File: config.mk
export PLATFORM = sky130hd
export DESIGN_NAME = icache_tag_ctrl_flat
export DESIGN_NICKNAME = d
export VERILOG_FILES = /design/src/rtl/icache_tag_ctrl_if.sv /design/src/rtl/icache_tag_ctrl.sv /design/src/flat_wrapper.sv
export SDC_FILE = /design/constraint.sdc
export NUM_CORES = 1
export LEC_CHECK = 0
export ABC_CLOCK_PERIOD_IN_PS = 2600
export BUFFER_PORTS_ARGS = -buffer_cell sky130_fd_sc_hd__buf_2
export CAP_MARGIN = 10
export CELL_PAD_IN_SITES_DETAIL_PLACEMENT = 1
export CELL_PAD_IN_SITES_GLOBAL_PLACEMENT = 2
export CORE_MARGIN = 3
export CORE_UTILIZATION = 28
export DETAILED_ROUTE_END_ITERATION = 6
export GPL_ROUTABILITY_DRIVEN = 0
export GPL_TIMING_DRIVEN = 1
export PLACE_DENSITY_LB_ADDON = 0.2
export SYNTH_ARGS = -nofsm -noshare
export SYNTH_HDL_FRONTEND = slang
export SYNTH_SLANG_ARGS = --single-unit
File: constraint.sdc
create_clock -name clk -period 2.6 [get_ports clk]
set_input_delay 0.39 -clock clk [delete_from_list [all_inputs] [get_ports clk]]
set_output_delay 0.39 -clock clk [all_outputs]
set_load 0.02 [all_outputs]
File: src/rtl/icache_tag_ctrl_if.sv
// rtl/icache_tag_ctrl_if.sv - fetch/refill/flush handshake bundle for icache_tag_ctrl
interface icache_tag_ctrl_if #(
  parameter int ADDR_WIDTH = 32
);
  logic                  req_valid;
  logic                  req_ready;
  logic [ADDR_WIDTH-1:0] req_addr;
  logic                  rsp_valid;
  logic                  rsp_hit;
  logic                  fill_valid;
  logic                  fill_ready;
  logic [ADDR_WIDTH-1:0] fill_addr;
  logic                  flush_req;

  // Fetch unit / refill engine side
  modport master (
    output req_valid, req_addr, fill_valid, fill_addr, flush_req,
    input  req_ready, rsp_valid, rsp_hit, fill_ready
  );

  // Tag controller side
  modport slave (
    input  req_valid, req_addr, fill_valid, fill_addr, flush_req,
    output req_ready, rsp_valid, rsp_hit, fill_ready
  );
endinterface

File: src/rtl/icache_tag_ctrl.sv
// rtl/icache_tag_ctrl.sv - icache tag RAM sequencer: clear sweep, lookup, refill write, hit/miss stats; option macro ICACHE_TAG_BYPASS_EN
module icache_tag_ctrl #(
  parameter int ADDR_WIDTH  = 32,
  parameter int INDEX_WIDTH = 8,
  parameter int TAG_WIDTH   = 20,
  parameter int CNT_WIDTH   = 16
) (
  input  logic                   clk,
  input  logic                   rst,
  icache_tag_ctrl_if.slave       bus,
  output logic                   busy_o,
  output logic [CNT_WIDTH-1:0]   hit_cnt_o,
  output logic [CNT_WIDTH-1:0]   miss_cnt_o,
  output logic                   tag_wr_en_o,
  output logic [INDEX_WIDTH-1:0] tag_wr_addr_o,
  output logic [TAG_WIDTH:0]     tag_wr_data_o,
  output logic [INDEX_WIDTH-1:0] tag_rd_addr_o,
  input  logic [TAG_WIDTH:0]     tag_rd_data_i
);

  // Address layout: {tag, index, line offset}
  localparam int OFF_WIDTH = ADDR_WIDTH - TAG_WIDTH - INDEX_WIDTH;

  typedef enum logic {
    ST_SWEEP = 1'b0,
    ST_RUN   = 1'b1
  } state_e;

  state_e                 state_q, state_d;
  logic [INDEX_WIDTH-1:0] sweep_cnt_q, sweep_cnt_d;
  logic                   pend_v_q, pend_v_d;
  logic [TAG_WIDTH-1:0]   pend_tag_q, pend_tag_d;
  logic [CNT_WIDTH-1:0]   hit_cnt_q, hit_cnt_d;
  logic [CNT_WIDTH-1:0]   miss_cnt_q, miss_cnt_d;
`ifdef ICACHE_TAG_BYPASS_EN
  logic                   byp_v_q, byp_v_d;
  logic [TAG_WIDTH-1:0]   byp_tag_q, byp_tag_d;
`endif

  logic [TAG_WIDTH-1:0]   req_tag, fill_tag;
  logic [INDEX_WIDTH-1:0] req_idx, fill_idx;
  logic                   run;
  logic                   req_ready;
  logic                   req_fire, fill_fire;
  logic                   flush_run;
  logic [TAG_WIDTH:0]     cmp_word;
  logic                   rsp_hit;
  logic                   unused_offset;

  assign req_tag  = bus.req_addr[ADDR_WIDTH-1 -: TAG_WIDTH];
  assign req_idx  = bus.req_addr[OFF_WIDTH +: INDEX_WIDTH];
  assign fill_tag = bus.fill_addr[ADDR_WIDTH-1 -: TAG_WIDTH];
  assign fill_idx = bus.fill_addr[OFF_WIDTH +: INDEX_WIDTH];

  // Line offset bits play no part in tag lookup
  assign unused_offset = ^{bus.req_addr[OFF_WIDTH-1:0], bus.fill_addr[OFF_WIDTH-1:0]};

  assign run = (state_q == ST_RUN);

`ifdef ICACHE_TAG_BYPASS_EN
  // Same-cycle read/write collisions are resolved by the bypass path
  assign req_ready = run;
`else
  // Fill has priority so the RAM never sees a same-cycle read and write
  assign req_ready = run & ~bus.fill_valid;
`endif

  assign req_fire  = bus.req_valid & req_ready;
  assign fill_fire = bus.fill_valid & run;
  assign flush_run = bus.flush_req & run;

  assign bus.req_ready  = req_ready;
  assign bus.fill_ready = run;
  assign bus.rsp_valid  = pend_v_q;
  assign bus.rsp_hit    = rsp_hit;
  assign busy_o         = ~run;
  assign hit_cnt_o      = hit_cnt_q;
  assign miss_cnt_o     = miss_cnt_q;

  // Read address follows the request address whether or not a lookup fires
  assign tag_rd_addr_o = req_idx;

  // Tag RAM write port: zero every set while sweeping, refill tags while running
  always_comb begin
    tag_wr_en_o   = 1'b0;
    tag_wr_addr_o = fill_idx;
    tag_wr_data_o = {1'b1, fill_tag};
    if (!run) begin
      tag_wr_en_o   = 1'b1;
      tag_wr_addr_o = sweep_cnt_q;
      tag_wr_data_o = '0;
    end else if (fill_fire) begin
      tag_wr_en_o = 1'b1;
    end
  end

  // Hit decision for the lookup accepted on the previous edge
  always_comb begin
`ifdef ICACHE_TAG_BYPASS_EN
    cmp_word = byp_v_q ? {1'b1, byp_tag_q} : tag_rd_data_i;
`else
    cmp_word = tag_rd_data_i;
`endif
    rsp_hit = pend_v_q & cmp_word[TAG_WIDTH] & (cmp_word[TAG_WIDTH-1:0] == pend_tag_q);
  end

  // Next-state: sweep sequencing, pending lookup capture, saturating stats
  always_comb begin
    state_d     = state_q;
    sweep_cnt_d = sweep_cnt_q;
    pend_v_d    = req_fire;
    pend_tag_d  = req_fire ? req_tag : pend_tag_q;
    hit_cnt_d   = hit_cnt_q;
    miss_cnt_d  = miss_cnt_q;
`ifdef ICACHE_TAG_BYPASS_EN
    byp_v_d     = req_fire & fill_fire & (fill_idx == req_idx);
    byp_tag_d   = req_fire ? fill_tag : byp_tag_q;
`endif

    case (state_q)
      ST_SWEEP: begin
        if (bus.flush_req) begin
          sweep_cnt_d = '0;
        end else begin
          sweep_cnt_d = sweep_cnt_q + 1'b1;
          if (sweep_cnt_q == {INDEX_WIDTH{1'b1}}) begin
            state_d = ST_RUN;
          end
        end
      end
      ST_RUN: begin
        if (bus.flush_req) begin
          state_d     = ST_SWEEP;
          sweep_cnt_d = '0;
        end
      end
      default: begin
        state_d     = ST_SWEEP;
        sweep_cnt_d = '0;
      end
    endcase

    if (pend_v_q) begin
      if (rsp_hit) begin
        if (hit_cnt_q != {CNT_WIDTH{1'b1}}) hit_cnt_d = hit_cnt_q + 1'b1;
      end else begin
        if (miss_cnt_q != {CNT_WIDTH{1'b1}}) miss_cnt_d = miss_cnt_q + 1'b1;
      end
    end

    // A flush while running restarts the statistics window
    if (flush_run) begin
      hit_cnt_d  = '0;
      miss_cnt_d = '0;
    end
  end

  // State and data registers
  always_ff @(posedge clk or posedge rst) begin
    if (rst) begin
      state_q     <= ST_SWEEP;
      sweep_cnt_q <= '0;
      pend_v_q    <= 1'b0;
      pend_tag_q  <= '0;
      hit_cnt_q   <= '0;
      miss_cnt_q  <= '0;
`ifdef ICACHE_TAG_BYPASS_EN
      byp_v_q     <= 1'b0;
      byp_tag_q   <= '0;
`endif
    end else begin
      state_q     <= state_d;
      sweep_cnt_q <= sweep_cnt_d;
      pend_v_q    <= pend_v_d;
      pend_tag_q  <= pend_tag_d;
      hit_cnt_q   <= hit_cnt_d;
      miss_cnt_q  <= miss_cnt_d;
`ifdef ICACHE_TAG_BYPASS_EN
      byp_v_q     <= byp_v_d;
      byp_tag_q   <= byp_tag_d;
`endif
    end
  end

endmodule

File: src/flat_wrapper.sv
// flat-port wrapper written by rule: the top's interface ports become plain ports
module icache_tag_ctrl_flat 
#(
  parameter int ADDR_WIDTH  = 32,
  parameter int INDEX_WIDTH = 8,
  parameter int TAG_WIDTH   = 20,
  parameter int CNT_WIDTH   = 16
)
  (clk, rst, busy_o, hit_cnt_o, miss_cnt_o, tag_wr_en_o, tag_wr_addr_o, tag_wr_data_o, tag_rd_addr_o, tag_rd_data_i, bus_req_valid, bus_req_addr, bus_fill_valid, bus_fill_addr, bus_flush_req, bus_req_ready, bus_rsp_valid, bus_rsp_hit, bus_fill_ready);
  icache_tag_ctrl_if #(.ADDR_WIDTH(ADDR_WIDTH)) bus_i ();
  input  logic clk;
  input  logic rst;
  output logic busy_o;
  output logic [CNT_WIDTH-1:0] hit_cnt_o;
  output logic [CNT_WIDTH-1:0] miss_cnt_o;
  output logic tag_wr_en_o;
  output logic [INDEX_WIDTH-1:0] tag_wr_addr_o;
  output logic [TAG_WIDTH:0] tag_wr_data_o;
  output logic [INDEX_WIDTH-1:0] tag_rd_addr_o;
  input  logic [TAG_WIDTH:0] tag_rd_data_i;
  input wire logic [$bits(bus_i.req_valid)-1:0] bus_req_valid;
  input wire logic [$bits(bus_i.req_addr)-1:0] bus_req_addr;
  input wire logic [$bits(bus_i.fill_valid)-1:0] bus_fill_valid;
  input wire logic [$bits(bus_i.fill_addr)-1:0] bus_fill_addr;
  input wire logic [$bits(bus_i.flush_req)-1:0] bus_flush_req;
  output wire logic [$bits(bus_i.req_ready)-1:0] bus_req_ready;
  output wire logic [$bits(bus_i.rsp_valid)-1:0] bus_rsp_valid;
  output wire logic [$bits(bus_i.rsp_hit)-1:0] bus_rsp_hit;
  output wire logic [$bits(bus_i.fill_ready)-1:0] bus_fill_ready;
  assign bus_i.req_valid = bus_req_valid;
  assign bus_i.req_addr = bus_req_addr;
  assign bus_i.fill_valid = bus_fill_valid;
  assign bus_i.fill_addr = bus_fill_addr;
  assign bus_i.flush_req = bus_flush_req;
  assign bus_req_ready = bus_i.req_ready;
  assign bus_rsp_valid = bus_i.rsp_valid;
  assign bus_rsp_hit = bus_i.rsp_hit;
  assign bus_fill_ready = bus_i.fill_ready;
  icache_tag_ctrl #(.ADDR_WIDTH(ADDR_WIDTH), .INDEX_WIDTH(INDEX_WIDTH), .TAG_WIDTH(TAG_WIDTH), .CNT_WIDTH(CNT_WIDTH)) u_core (.clk(clk), .rst(rst), .bus(bus_i), .busy_o(busy_o), .hit_cnt_o(hit_cnt_o), .miss_cnt_o(miss_cnt_o), .tag_wr_en_o(tag_wr_en_o), .tag_wr_addr_o(tag_wr_addr_o), .tag_wr_data_o(tag_wr_data_o), .tag_rd_addr_o(tag_rd_addr_o), .tag_rd_data_i(tag_rd_data_i));
endmodule
=== Yosys cells after proc, flatten, opt, wreduce, memory -nomap -nowiden ===
Index checks and enable logic that the tools add are counted.

* Bits in registers: 62
* Memory bits (writable): 0
* Bits in read-only memories: 0
* Latch bits: 0
* Memories kept: 0

* Mux-type cells: 19
* Multiply operators: 0
* Shifts and indexed selects: 0
* Eq/ne operators: 6
* Bitwise gates (word level): 8
* Add/subtract/negate cells: 3
* Order comparisons: 0
* Divide/modulo/power cells: 0
* Reduce and logical (&&, ||, !) cells: 6

{| class="wikitable"
|+ Operators with widths
! cell !! count
|-
| 2-to-1 mux 16 bit || 8
|-
| adder 16 x 1 -> 16 bit (second input constant) || 2
|-
| inequality test 16 bit (second input constant) || 2
|-
| 2-to-1 mux 8 bit || 3
|-
| 2-to-1 mux 21 bit || 1
|-
| == test 20 bit || 1
|-
| one-hot mux 8 bit (2 select lines) || 1
|-
| adder 8 x 1 -> 8 bit (second input constant) || 1
|-
| == test 8 bit (second input constant) || 1
|-
| nonzero test 2 bit || 4
|-
| AND 1 bit || 6
|-
| AND reduction 3 bit || 2
|-
| 2-to-1 mux 1 bit || 5
|-
| inequality test 2 x 1 -> 1 bit (second input constant) || 1
|-
| inequality test 2 bit (second input constant) || 1
|-
| NOT 1 bit || 2
|-
| one-hot mux 1 bit (2 select lines) || 1
|}

=== Depth between registers and ports, before layout ===
* Depth in word-level cells: 5
* Depth in mapped cells: 9

=== Least setup slack after synthesis ===
OpenSTA, ideal clock, no wires.

* Path type: flip-flop to flip-flop
* Start: reg u_core.state_q, in the netlist u_core.bus.fill_ready
* End: reg u_core.pend_tag_q[0]
* Cell stages (with the launch flop): 6
* Arrival time: 2.043 ns
* Setup time: 0.125 ns
* Slack: 0.432 ns
* Cells stage by stage: dfrtp_1 inv_1 nor2_1 nand2_1 clkbuf_1 mux2_2

* Longest elaborated chain between the ends: 2

{| class="wikitable"
|+ Ends and longest elaborated chain
! item !! RTL line !! text
|-
| start: declaration || icache_tag_ctrl.sv:29 || <nowiki>state_e state_q, state_d;</nowiki>
|-
| start signal: assignment || icache_tag_ctrl.sv:172 || <nowiki>state_q <= state_d;</nowiki>
|-
| AND 1 bit || icache_tag_ctrl.sv:65 || <nowiki>assign req_ready = run & ~bus.fill_valid;</nowiki>
|-
| net bus_req_ready || flat_wrapper.sv:26 || <nowiki>output wire logic [$bits(bus_i.req_ready)-1:0] bus_req_ready;</nowiki>
|-
| AND 1 bit || icache_tag_ctrl.sv:68 || <nowiki>assign req_fire = bus.req_valid & req_ready;</nowiki>
|-
| end signal: assignment || icache_tag_ctrl.sv:175 || <nowiki>pend_tag_q <= pend_tag_d;</nowiki>
|-
| end: declaration || icache_tag_ctrl.sv:32 || <nowiki>logic [TAG_WIDTH-1:0] pend_tag_q, pend_tag_d;</nowiki>
|}

The timed path passes the listed nets, and every way through them passes these cells.
A chain may end at the register's enable or synchronous reset.

=== Worst setup path after layout ===
* Start: reg u_core.pend_tag_q[7]
* End: out bus_rsp_hit

* Longest elaborated chain between the ends: 2

{| class="wikitable"
|+ Ends and longest elaborated chain
! item !! RTL line !! text
|-
| == test 20 bit || icache_tag_ctrl.sv:104 || <nowiki>rsp_hit = pend_v_q & cmp_word[TAG_WIDTH] & (cmp_word[TAG_WIDTH-1:0] == pend_tag_q);</nowiki>
|-
| AND 1 bit || icache_tag_ctrl.sv:104 ||
|-
| end: declaration || flat_wrapper.sv:28 || <nowiki>output wire logic [$bits(bus_i.rsp_hit)-1:0] bus_rsp_hit;</nowiki>
|}

Every way passes these cells.

==> results.yml <==
timing:
  drv_slew: 0
  hold_violations: 0
  fin_crit_ns: 2.35
  max_freq_mhz: 426
  post-route-period-util_pct: 90.3
  timing.slew.headroom_pct: 43.2
  final-setup-viol-count: 0
  tightest_slew_ns: 0.852
  finalSetupTns_ns: 0
  fin_skew_ns: 0.0102
  rsz0062_at_grt: "false"
clocking:
  postCtsSetupBuffers: 0
  root_buffer: "clkbuf_16"
  h-tree-depth: 3
  cts_tree: "done"
  clk_pin_slew_ns: 0.06
  clockBufferDepth: 2
  cts_resized: 0
  clk_latency_ns: 0.33
  cts_buffers: 9
  cts_hold_buf: 0
  cts.sinks: 62
critical_path:
  slowest_delay_ns: 0.39
  rr_endpoint: "u_core.miss_cnt_o[15]"
  rr_worst_depth: 7
  endpoint_kind: "output pin"
  critical_path.cell_chain: "xor2_1, nor4_2, nand4b_1, nor2_1, buf_2"
  r2r_start: "u_core.miss_cnt_o[0]"
  crit_type: "reg -> out"
  cp-start-kind: "flip-flop"
  startpoint: "u_core.pend_tag_q[7]"
  worst-r2r-setup-slack_ns: 0.32
  crit_end: "bus_rsp_hit"
  critPathArrivalTime_ns: 1.96
  crit_fanout: 3
  cp_slowest_cell: "dfrtp_1"
  critPathRequiredTime_ns: 2.21
worst_hold_path:
  hp-class: "in -> async"
grt:
  gr-total-overflow: 0
  grt_max_degree: 36
  grt_usage_pct: 15.3
  grt_pass1_wl_um: 17900
  grt_pass1_vias: 3504
  antenna_found_initial: 1
placement:
  place_inst: 667
  portBuffers: 140
  dpl.hpwl_um: 8230
die:
  die_y_um: 121
  coreArea_sq_um: 12800
  start_util_pct: 29.0
  dieWidth_um: 121
  io_pins: 165
  fp.dieArea_sq_um: 14600
  num_rows: 41
status:
  status: "finished, final reports clean"
power:
  power.share.sequential_pct: 38.9
  finalPower_mw: 2.79
  pwr-share-clk_pct: 50.2
  p_comb_share_pct: 10.9
  pwr_density_cell_nw_per_um2: 571
  p_leak_nw: 2.43
  p_switching_mw: 0.686
  netSwitchingFraction_pct: 24.6
  power.internal_mw: 2.11
  peakVddDrop_v: 0.000227
detailed_routing:
  totalWireLength_um: 11100
  via_count: 3365
  detail_route.first_pass.iterations: 4
  wl_per_cell_um: 16.2
  initialDrtViolationCount: 84
  ant_nets: 0
  via_per_inst: 4.93
  drcViolationCount: 0
logic_synthesis:
  ys_ff_latch: 62
  synth-warning-count: 0
  synth-edff-count: 0
  ys_async_sr_fraction_pct: 100
  netlist_area_sq_um: 3700
  syn_inst: 372
  yosysSeqAreaShare_pct: 41.9
  avgSynthCellArea_sq_um: 9.95
  syn_nets: 465
  ys_types: 51
  synth_flop_cell: "dfrtp_1"
run:
  cap_violations: 0
final_layout:
  syn_to_final_growth_pct: 32.1
  final_common_cell: "buf_2"
  fillers: 1494
  final_nets: 599
  num_antenna_cells: 0
  layout_common_cells: "buf_2, dfrtp_1, nand2_1, nor2_1, mux2_2"
  multi_input_area_sq_um: 1950
  layout-drive-gt1-share_pct: 40.7
  fin_cells: 683
  register_area_sq_um: 1550
  final_util_pct: 38.3
sequential cells by signal (all words and copies together), names as in the netlist:
name and cells:
u_core.bus.fill_ready 1, u_core.bus.rsp_valid 1, u_core.hit_cnt_o 16, u_core.miss_cnt_o 16, u_core.pend_tag_q 20, u_core.sweep_cnt_q 8
power by group through the flow:
stage               combinational, mW  sequential, mW  clock (mW)
finish                          0.304            1.09        1.40
global route                    0.344            1.10        1.49
CTS                             0.312            1.09        1.45
detailed placement              0.310            1.11           0
global placement                0.301            1.10           0
floorplan                       0.163            1.12           0
worst max-delay path, delay by kind of cell, from the launching register on:
family	cells	cell delay (ns)
simple gates	3	0.84
buf+inv	1	0.21
flops	1	0.39
xor+xnor	1	0.17
stage by stage:
step	hold WS [ns]	cell area [sq um]	worst slack, ns
after floorplan	0.500	3700	0.432
after global placement	0.389	4540	0.324
after detailed placement	0.394	4540	0.321
after CTS	0.0253	4890	0.192
after global routing	0.0483	4890	0.0688
final	0.0242	4890	0.253
metal layers:
| metal | part of all wire (%) | up-vias | wire (um) | GRT usage, % |
|---|---|---|---|---|
| met5 | 0.063 | - | 7 | 0 |
| met4 | 1.1 | 2 | 127 | 4.89 |
| met3 | 6.2 | 12 | 689 | 4.24 |
| met2 | 49 | 96 | 5410 | 26.0 |
| met1 | 44 | 1647 | 4860 | 18.9 |
| li1 | - | 1608 | - | - |
cell type report:
type / instances / area share (%)
Clock buffer: 9 / 4.60
Clock inverter: 7 / 2.51
Inverter: 8 / 0.614
Multi-Input combinational cell: 276 / 39.9
Sequential cell: 62 / 31.7
Tap cell: 172 / 4.40
Timing Repair Buffer: 149 / 16.2
cells in the mapped netlist, drive strengths merged, types with 2 or more instances:
library cell	n	area share, %
a21o	2	0.41
a21oi	21	2.8
a31o	7	1.7
and2	21	3.5
and3	10	1.7
and4	5	1.3
buf	15	3.4
clkbuf	11	1.1
dfrtp	62	42
ha	3	1.0
inv	8	0.81
mux2	25	7.6
mux2i	5	1.4
nand2	30	3.0
nand2b	5	0.84
nand3	18	2.6
nand4	8	1.8
nor2	25	2.5
nor2b	4	0.68
nor3	4	0.98
nor4	9	2.1
o211ai	5	1.0
o21ai	5	0.68
o31ai	11	2.2
or3	3	0.51
or4	11	2.2
xnor2	8	1.9
xor2	20	4.7
worst min-delay path by stage:
stage	from	endpoint	slack, ns
CTS	rst	u_core.pend_tag_q[10]	0.03
detailed placement	rst	u_core.pend_tag_q[13]	0.39
finish	rst	u_core.pend_tag_q[10]	0.02
floorplan	u_core.pend_tag_q[0]	u_core.pend_tag_q[0]	0.50
global route	rst	u_core.pend_tag_q[10]	0.05
global placement	rst	u_core.pend_tag_q[13]	0.39
cell families after synthesis:
| family | synth area share, % |
|---|---|
| AO/OA/AOI/OAI | 11.6 |
| XOR/XNOR | 6.62 |
| adder cells (fa/ha/maj) | 1.01 |
| buffers and inverters | 5.31 |
| flip-flops | 41.9 |
| multiplexers | 8.96 |
| AND/OR/NAND/NOR | 24.6 |
No activity file was read; power rests on OpenSTA's default activity.
